[src/rtl/ifetch_pkg.sv]
// Shared types and constants for the instruction fetch unit.
package ifetch_pkg;

  localparam int unsigned IFETCH_ADDR_W  = 32;
  localparam int unsigned IFETCH_INSTR_W = 32;
  localparam int unsigned PC_STEP        = 4;

  typedef enum logic [1:0] {
    BOOT,
    FETCH,
    FLUSH
  } ifetch_state_e;

endpackage

[src/rtl/fetch_fifo.sv]
// Synchronous FIFO with clear; storage is reset so the head reads zero out of reset.
module fetch_fifo #(
  parameter int unsigned DEPTH = 4,
  parameter int unsigned WIDTH = 64,
  localparam int unsigned PtrW = $clog2(DEPTH),
  localparam int unsigned CntW = PtrW + 1
) (
  input  logic             clock,
  input  logic             reset_n,
  input  logic             push,
  input  logic             pop,
  input  logic             clear,
  input  logic [WIDTH-1:0] wdata,
  output logic [WIDTH-1:0] rdata,
  output logic             full,
  output logic             empty,
  output logic [CntW-1:0]  count
);

  logic [WIDTH-1:0] mem_q [DEPTH];
  logic [PtrW-1:0]  wr_ptr_q, rd_ptr_q;
  logic [CntW-1:0]  count_q;
  logic             do_push, do_pop;

  assign empty   = (count_q == '0);
  assign full    = (count_q == CntW'(DEPTH));
  assign count   = count_q;
  assign rdata   = mem_q[rd_ptr_q];
  assign do_pop  = pop && !empty;
  // A full FIFO still accepts a push when the head leaves in the same cycle.
  assign do_push = push && (!full || do_pop);

  // Pointer, count and storage update; clear wins over push/pop.
  always_ff @(posedge clock or negedge reset_n) begin
    if (!reset_n) begin
      wr_ptr_q <= '0;
      rd_ptr_q <= '0;
      count_q  <= '0;
      for (int i = 0; i < DEPTH; i++) mem_q[i] <= '0;
    end else if (clear) begin
      wr_ptr_q <= '0;
      rd_ptr_q <= '0;
      count_q  <= '0;
    end else begin
      if (do_push) begin
        mem_q[wr_ptr_q] <= wdata;
        wr_ptr_q        <= wr_ptr_q + PtrW'(1);
      end
      if (do_pop) rd_ptr_q <= rd_ptr_q + PtrW'(1);
      count_q <= count_q + CntW'(do_push) - CntW'(do_pop);
    end
  end

  // Overflow is a protocol error upstream: the word is dropped.
  a_no_overflow: assert property (@(posedge clock) disable iff (!reset_n)
    !(push && !clear && full && !pop));

endmodule

[src/rtl/instr_fetch_unit.sv]
// Instruction fetch unit: owns the PC, issues credit-limited word fetches, buffers
// responses for decode and squashes in-flight words after a redirect.
// Optional feature macro IFETCH_BYPASS_EN: zero-latency response-to-decode bypass when
// the buffer is empty.
module instr_fetch_unit
  import ifetch_pkg::*;
#(
  parameter int unsigned       ADDR_W   = IFETCH_ADDR_W,
  parameter int unsigned       INSTR_W  = IFETCH_INSTR_W,
  parameter int unsigned       DEPTH    = 4,
  parameter logic [ADDR_W-1:0] RESET_PC = '0
) (
  input  logic               clock,
  input  logic               reset_n,
  output logic               imem_req_valid,
  input  logic               imem_req_ready,
  output logic [ADDR_W-1:0]  imem_req_addr,
  input  logic               imem_rsp_valid,
  input  logic [INSTR_W-1:0] imem_rsp_data,
  input  logic               redirect_valid,
  input  logic [ADDR_W-1:0]  redirect_pc,
  output logic               instr_valid,
  input  logic               instr_ready,
  output logic [INSTR_W-1:0] instr,
  output logic [ADDR_W-1:0]  instr_pc
);

  localparam int unsigned      CntW   = $clog2(DEPTH) + 1;
  localparam logic [CntW:0]    DepthC = (CntW + 1)'(DEPTH);

  ifetch_state_e       state_q, state_d;
  logic [ADDR_W-1:0]   pc_q, pc_d;
  logic [CntW-1:0]     inflight_q, inflight_d;
  logic [CntW-1:0]     drop_q, drop_d;

  logic                req_fire, rsp_live, rsp_drop, rsp_keep;
  logic [CntW:0]       credit;

  logic                buf_push, buf_pop, buf_full, buf_empty;
  logic [CntW-1:0]     buf_count;
  logic [ADDR_W+INSTR_W-1:0] buf_rdata;
  logic [ADDR_W-1:0]   pcq_rdata;
  logic                pcq_full, pcq_empty;
  logic [CntW-1:0]     pcq_count;

  assign credit         = {1'b0, inflight_q} + {1'b0, buf_count};
  assign imem_req_valid = (state_q == FETCH) && (credit < DepthC);
  assign imem_req_addr  = pc_q;
  assign req_fire       = imem_req_valid && imem_req_ready;
  // Responses with nothing outstanding (e.g. left over from before reset) are ignored.
  assign rsp_live       = imem_rsp_valid && (inflight_q != '0);
  assign rsp_drop       = rsp_live && ((drop_q != '0) || redirect_valid);
  assign rsp_keep       = rsp_live && !rsp_drop;

  // State register.
  always_ff @(posedge clock or negedge reset_n) begin
    if (!reset_n) begin
      state_q    <= BOOT;
      pc_q       <= RESET_PC;
      inflight_q <= '0;
      drop_q     <= '0;
    end else begin
      state_q    <= state_d;
      pc_q       <= pc_d;
      inflight_q <= inflight_d;
      drop_q     <= drop_d;
    end
  end

  // Next-state: redirect overrides everything; FLUSH waits out the stale responses.
  always_comb begin
    state_d    = state_q;
    pc_d       = pc_q;
    drop_d     = drop_q;
    inflight_d = inflight_q + CntW'(req_fire) - CntW'(rsp_live);
    if (redirect_valid) begin
      pc_d    = redirect_pc & ~ADDR_W'(3);
      // Everything still outstanding after this cycle is stale (the squashed request
      // included). Outside FLUSH drop_q is zero, so this equals drop + inflight + fire - rsp;
      // inside FLUSH it avoids counting the same words twice.
      drop_d  = inflight_d;
      state_d = (inflight_d != '0) ? FLUSH : FETCH;
    end else begin
      unique case (state_q)
        BOOT:  state_d = FETCH;
        FETCH: if (req_fire) pc_d = pc_q + ADDR_W'(PC_STEP);
        FLUSH: begin
          if (rsp_live) drop_d = drop_q - CntW'(1);
          if (drop_d == '0) state_d = FETCH;
        end
        default: state_d = BOOT;
      endcase
    end
  end

  // Buffer control and decode-side outputs.
  always_comb begin
    buf_push    = rsp_keep;
    buf_pop     = instr_ready && !buf_empty;
    instr_valid = !buf_empty;
    instr       = buf_rdata[INSTR_W-1:0];
    instr_pc    = buf_rdata[ADDR_W+INSTR_W-1:INSTR_W];
`ifdef IFETCH_BYPASS_EN
    if (buf_empty && rsp_keep) begin
      instr_valid = 1'b1;
      instr       = imem_rsp_data;
      instr_pc    = pcq_rdata;
      buf_push    = !instr_ready;
    end
`endif
  end

  fetch_fifo #(
    .DEPTH (DEPTH),
    .WIDTH (ADDR_W + INSTR_W)
  ) u_buf (
    .clock   (clock),
    .reset_n (reset_n),
    .push    (buf_push),
    .pop     (buf_pop),
    .clear   (redirect_valid),
    .wdata   ({pcq_rdata, imem_rsp_data}),
    .rdata   (buf_rdata),
    .full    (buf_full),
    .empty   (buf_empty),
    .count   (buf_count)
  );

  // Address of each outstanding request, consumed in order by its response.
  fetch_fifo #(
    .DEPTH (DEPTH),
    .WIDTH (ADDR_W)
  ) u_pcq (
    .clock   (clock),
    .reset_n (reset_n),
    .push    (req_fire),
    .pop     (rsp_keep),
    .clear   (redirect_valid),
    .wdata   (pc_q),
    .rdata   (pcq_rdata),
    .full    (pcq_full),
    .empty   (pcq_empty),
    .count   (pcq_count)
  );

  a_pcq_tracks: assert property (@(posedge clock) disable iff (!reset_n)
    (drop_q == '0) |-> (pcq_count == inflight_q));
  a_keep_has_pc: assert property (@(posedge clock) disable iff (!reset_n)
    rsp_keep |-> !pcq_empty);
  a_credit: assert property (@(posedge clock) disable iff (!reset_n)
    (credit <= DepthC) && !(buf_full && inflight_q != '0) && !(pcq_full && !buf_empty));

endmodule

[config.mk]
export PLATFORM = sky130hd
export DESIGN_NAME = instr_fetch_unit
export DESIGN_NICKNAME = d
export VERILOG_FILES = /design/src/rtl/ifetch_pkg.sv /design/src/rtl/fetch_fifo.sv /design/src/rtl/instr_fetch_unit.sv
export SDC_FILE = /design/constraint.sdc
export NUM_CORES = 1
export LEC_CHECK = 0
export ABC_AREA = 1
export CORE_UTILIZATION = 59
export DETAILED_ROUTE_END_ITERATION = 7
export GPL_TIMING_DRIVEN = 0
export PLACE_DENSITY = 0.78
export SLEW_MARGIN = 25
export SYNTH_ARGS = -nofsm -noshare
export SYNTH_HDL_FRONTEND = slang
export SYNTH_SLANG_ARGS = --single-unit
[constraint.sdc]
create_clock -name clock -period 3.44 [get_ports clock]
set_input_delay 1.032 -clock clock [delete_from_list [all_inputs] [get_ports clock]]
set_output_delay 1.032 -clock clock [all_outputs]
set_load 0.005 [all_outputs]
==> results.sh <==
export IMPL_status="finished, final reports clean"
export IMPL_path_buf_inv=4
export IMPL_h_tree_depth=2
export IMPL_cts_clk_slew_worst_paths_ps=60
export IMPL_cellLeakagePower_nw=12.9
export IMPL_worstPathCellList="clkinv_4, clkbuf_16, clkbuf_8, nor2_1, o22ai_1, clkdlybuf4s50_1"
export IMPL_drv_slew=0
export IMPL_fin_skew_ps=17.1
export IMPL_synth_distinct_cells=35
export IMPL_dp_hpwl_microns=44200
export IMPL_tightest_slew_ps=739
export IMPL_crit_path_end="instr_pc[9]"
export IMPL_rr_endpoint="state_q[0]"
export IMPL_synthSimpleGateAreaFrac_pct=26.5
export IMPL_synthMuxAreaShare_pct=0
export IMPL_n_fill_cell=2778
export IMPL_core_sq_mm=0.0345
export IMPL_drv_cap=0
export IMPL_synth_top_area_share_pct=51.1
export IMPL_start_util_pct=59.7
export IMPL_ys_seq_elements=420
export IMPL_stdcell_count=3370
export IMPL_worstPathRequired_ps=2410
export IMPL_rsz0062_at_grt="yes"
export IMPL_reg2reg_slack_ps=630
export IMPL_timing_rr_start="u_buf.count[2]"
export IMPL_fin_util_pct=71.6
export IMPL_wl_met3_microns=5730
export IMPL_antenna_found_initial=0
export IMPL_placed_cells=3284
export IMPL_highest_layer="met4"
export IMPL_area_growth_pct=20.0
export IMPL_pin_count=168
export IMPL_final_common_cell="nand2_1"
export IMPL_cts_buffers=46
export IMPL_power_density_mw_per_mm2=698
export IMPL_timing_hold_violations_final=0
export IMPL_grt_overflow_total=0
export IMPL_critPathMaxFanout=10
export IMPL_start_kind="flop"
export IMPL_crit_path_top_delay_cell="clkdlybuf4s50_1"
export IMPL_num_rows=68
export IMPL_cts_sinks=420
export IMPL_p_total_mw=17.2
export IMPL_final_nets=2972
export IMPL_grt_pass1_vias=19669
export IMPL_wl_per_cell_microns=19.1
export IMPL_hp_class="in -> async"
export IMPL_critPathMaxStageDelay_ps=590
export IMPL_slew_headroom_pct=50.5
export IMPL_track_usage_pct=36.5
export IMPL_cts_tree="yes"
export IMPL_die_h_microns=189
export IMPL_synth_compound_area_share_pct=14.1
export IMPL_place_area_sq_mm=0.0229
export IMPL_die_x_microns=189
export IMPL_wl_met2_microns=30600
export IMPL_fmaxAchievable_ghz=0.291
export IMPL_fin_crit_sh_pct=99.9
export IMPL_port_buffers=160
export IMPL_yosysWarnings=0
export IMPL_syn_instance_count=2661
export IMPL_synth_xor_xnor_area_share_pct=0.809
export IMPL_vias_per_cell=5.91
export IMPL_drt_pre_antenna_iters=6
export IMPL_finalSetupViolations=0
export IMPL_synth_area_leader_cell="dfrtp_1"
export IMPL_finalInstanceArea_sq_mm=0.0247
export IMPL_drive_gt1_share_pct=7.51
export IMPL_grt_max_degree=95
export IMPL_final_cell_mix="931 x nand2_1, 418 x dfrtp_1, 397 x o21ai_0"
export IMPL_seq_area_frac_synth_pct=51.1
export IMPL_grt_pass1_wl_microns=103000
export IMPL_cp_top_family="buffers and inverters"
export IMPL_startpoint="u_buf.rd_ptr_q[0]"
export IMPL_m1WireLength_microns=24700
export IMPL_ant_nets=0
export IMPL_peakVddDrop_v=0.000499
export IMPL_synth_top_family_by_area="simple AND/OR/NAND/NOR gates"
export IMPL_die_area_sq_mm=0.0356
export IMPL_timing_hold_ws_ps=358
export IMPL_drt_iter0_drc=1888
export IMPL_netlist_area_sq_mm=0.0206
export IMPL_critPathKind="reg -> out"
export IMPL_synthAdderAreaFrac_pct=1.45
export IMPL_remaining_drc_errors=0
export IMPL_drt_total_wl_microns=64500
export IMPL_cp_depth=6
export IMPL_dr_total_vias=19913
export IMPL_end_kind="primary output"
export IMPL_antenna_diode_count=0
export IMPL_cts_root_buffer="clkbuf_16"
export IMPL_gp_congestion=0.916
export IMPL_reg2regPathDepth=16
export IMPL_worstPathArrival_ps=2410
export IMPL_clkLatencyLatePin_ps=570
export IMPL_synth_area_top_cells="dfrtp_1 51%, nand2_1 17%, o21ai_0 9.7%"
export IMPL_clockBufferDepth=3
export IMPL_period_minus_slack_ps=3440
export IMPL_avgSynthCellArea_sq_um=7.73
[kinds of logic after synthesis]
group,count (synthesis)
adders and majority gates,22
xor gates and xnor gates,19
and+or+nand+nor,1368
AOI/OAI and AO/OA,550
buffers and inverters,281
other,1
DFF,420
[Yosys cell counts (all sizes together)]
cell / count
nand3: 172
xor2: 13
a21oi: 2
o21bai: 1
ha: 19
a31oi: 2
nor2: 249
conb: 1
o211ai: 9
nand4: 7
nor3: 1
fa: 3
dfrtp: 420
nand2: 934
o221ai: 2
clkbuf: 133
o22ai: 91
xnor2: 6
buf: 78
clkinv: 5
o21ai: 443
inv: 65
nand3b: 5
[where the power goes]
part / leakage (nW) / switching [mW] / internal [mW]
clock network: 0.726 / 2.01 / 2.87
logic: 6.52 / 3.47 / 2.45
registers: 5.68 / 0.550 / 5.87
total: 12.9 / 6.02 / 11.2
[how the worst min path moves through the flow]
stage	start	end	cells past startpoint
finish	reset_n	u_buf.mem_q[26]	1
global placement	u_pcq.mem_q[53]	u_pcq.mem_q[53]	2
global route	reset_n	u_buf.mem_q[26]	1
floorplan	u_buf.mem_q[128]	u_buf.mem_q[128]	2
detailed placement	u_pcq.mem_q[93]	u_pcq.mem_q[93]	2
CTS	reset_n	u_buf.mem_q[26]	1
[state kept, by name (all words and copies together) (netlist names)]
signal	cells
u_buf.mem_q	248
u_pcq.mem_q	120
imem_req_addr	30
drop_q	3
inflight_q	3
u_buf.count	3
u_pcq.count	3
state_q	2
u_buf.rd_ptr_q	2
u_buf.wr_ptr_q	2
u_pcq.rd_ptr_q	2
u_pcq.wr_ptr_q	2
[stage by stage]
step / worst slack [ps] / setup TNS [ps]
floorplan: 594 / 0
global placement: -17100 / -7171760
detailed placement: -550 / -16810
CTS: -50.3 / -398
global route: -12.1 / -53.3
finish: 1.95 / 0
[worst reg2reg max path, cell delays in order, from the launching register on]
cell	delay (ps)
dfrtp_1	420
ha_1	290
nor2_1	130
nand2_1	110
nor2_1	170
nand2_1	140
ha_1	310
inv_1	60
ha_1	130
inv_1	40
fa_1	470
inv_1	60
nor2_1	90
nand3_1	80
nand2_1	80
nand4_1	100
nand2_1	70
[timing repair]
action                     CTS  global route
hold buffers                 0             0
resized for setup           66            42
setup buffers                4             2
pin swaps                    2             5
setup endpoints to repair   62            51
[area by class of cell]
| cell class | instances | area, sq um | share of cell area, % |
|---|---|---|---|
| Buffer | 208 | 1110 | 4.51 |
| Clock buffer | 76 | 1420 | 5.74 |
| Clock inverter | 7 | 66.3 | 0.269 |
| Inverter | 70 | 273 | 1.11 |
| Multi-Input combinational cell | 1963 | 8910 | 36.1 |
| Sequential cell | 420 | 10500 | 42.6 |
| Tap cell | 455 | 569 | 2.31 |
| Timing Repair Buffer | 171 | 1810 | 7.33 |
[layer usage]
| metal | global-route usage (%) | vias up |
|---|---|---|
| li1 | - | 9118 |
| met4 | 21.3 | 0 |
| met5 | 0 | - |
| met1 | 46.9 | 9481 |
| met3 | 5.20 | 214 |
| met2 | 59.3 | 1100 |
Note: power is estimated with default switching activity, not from simulation.
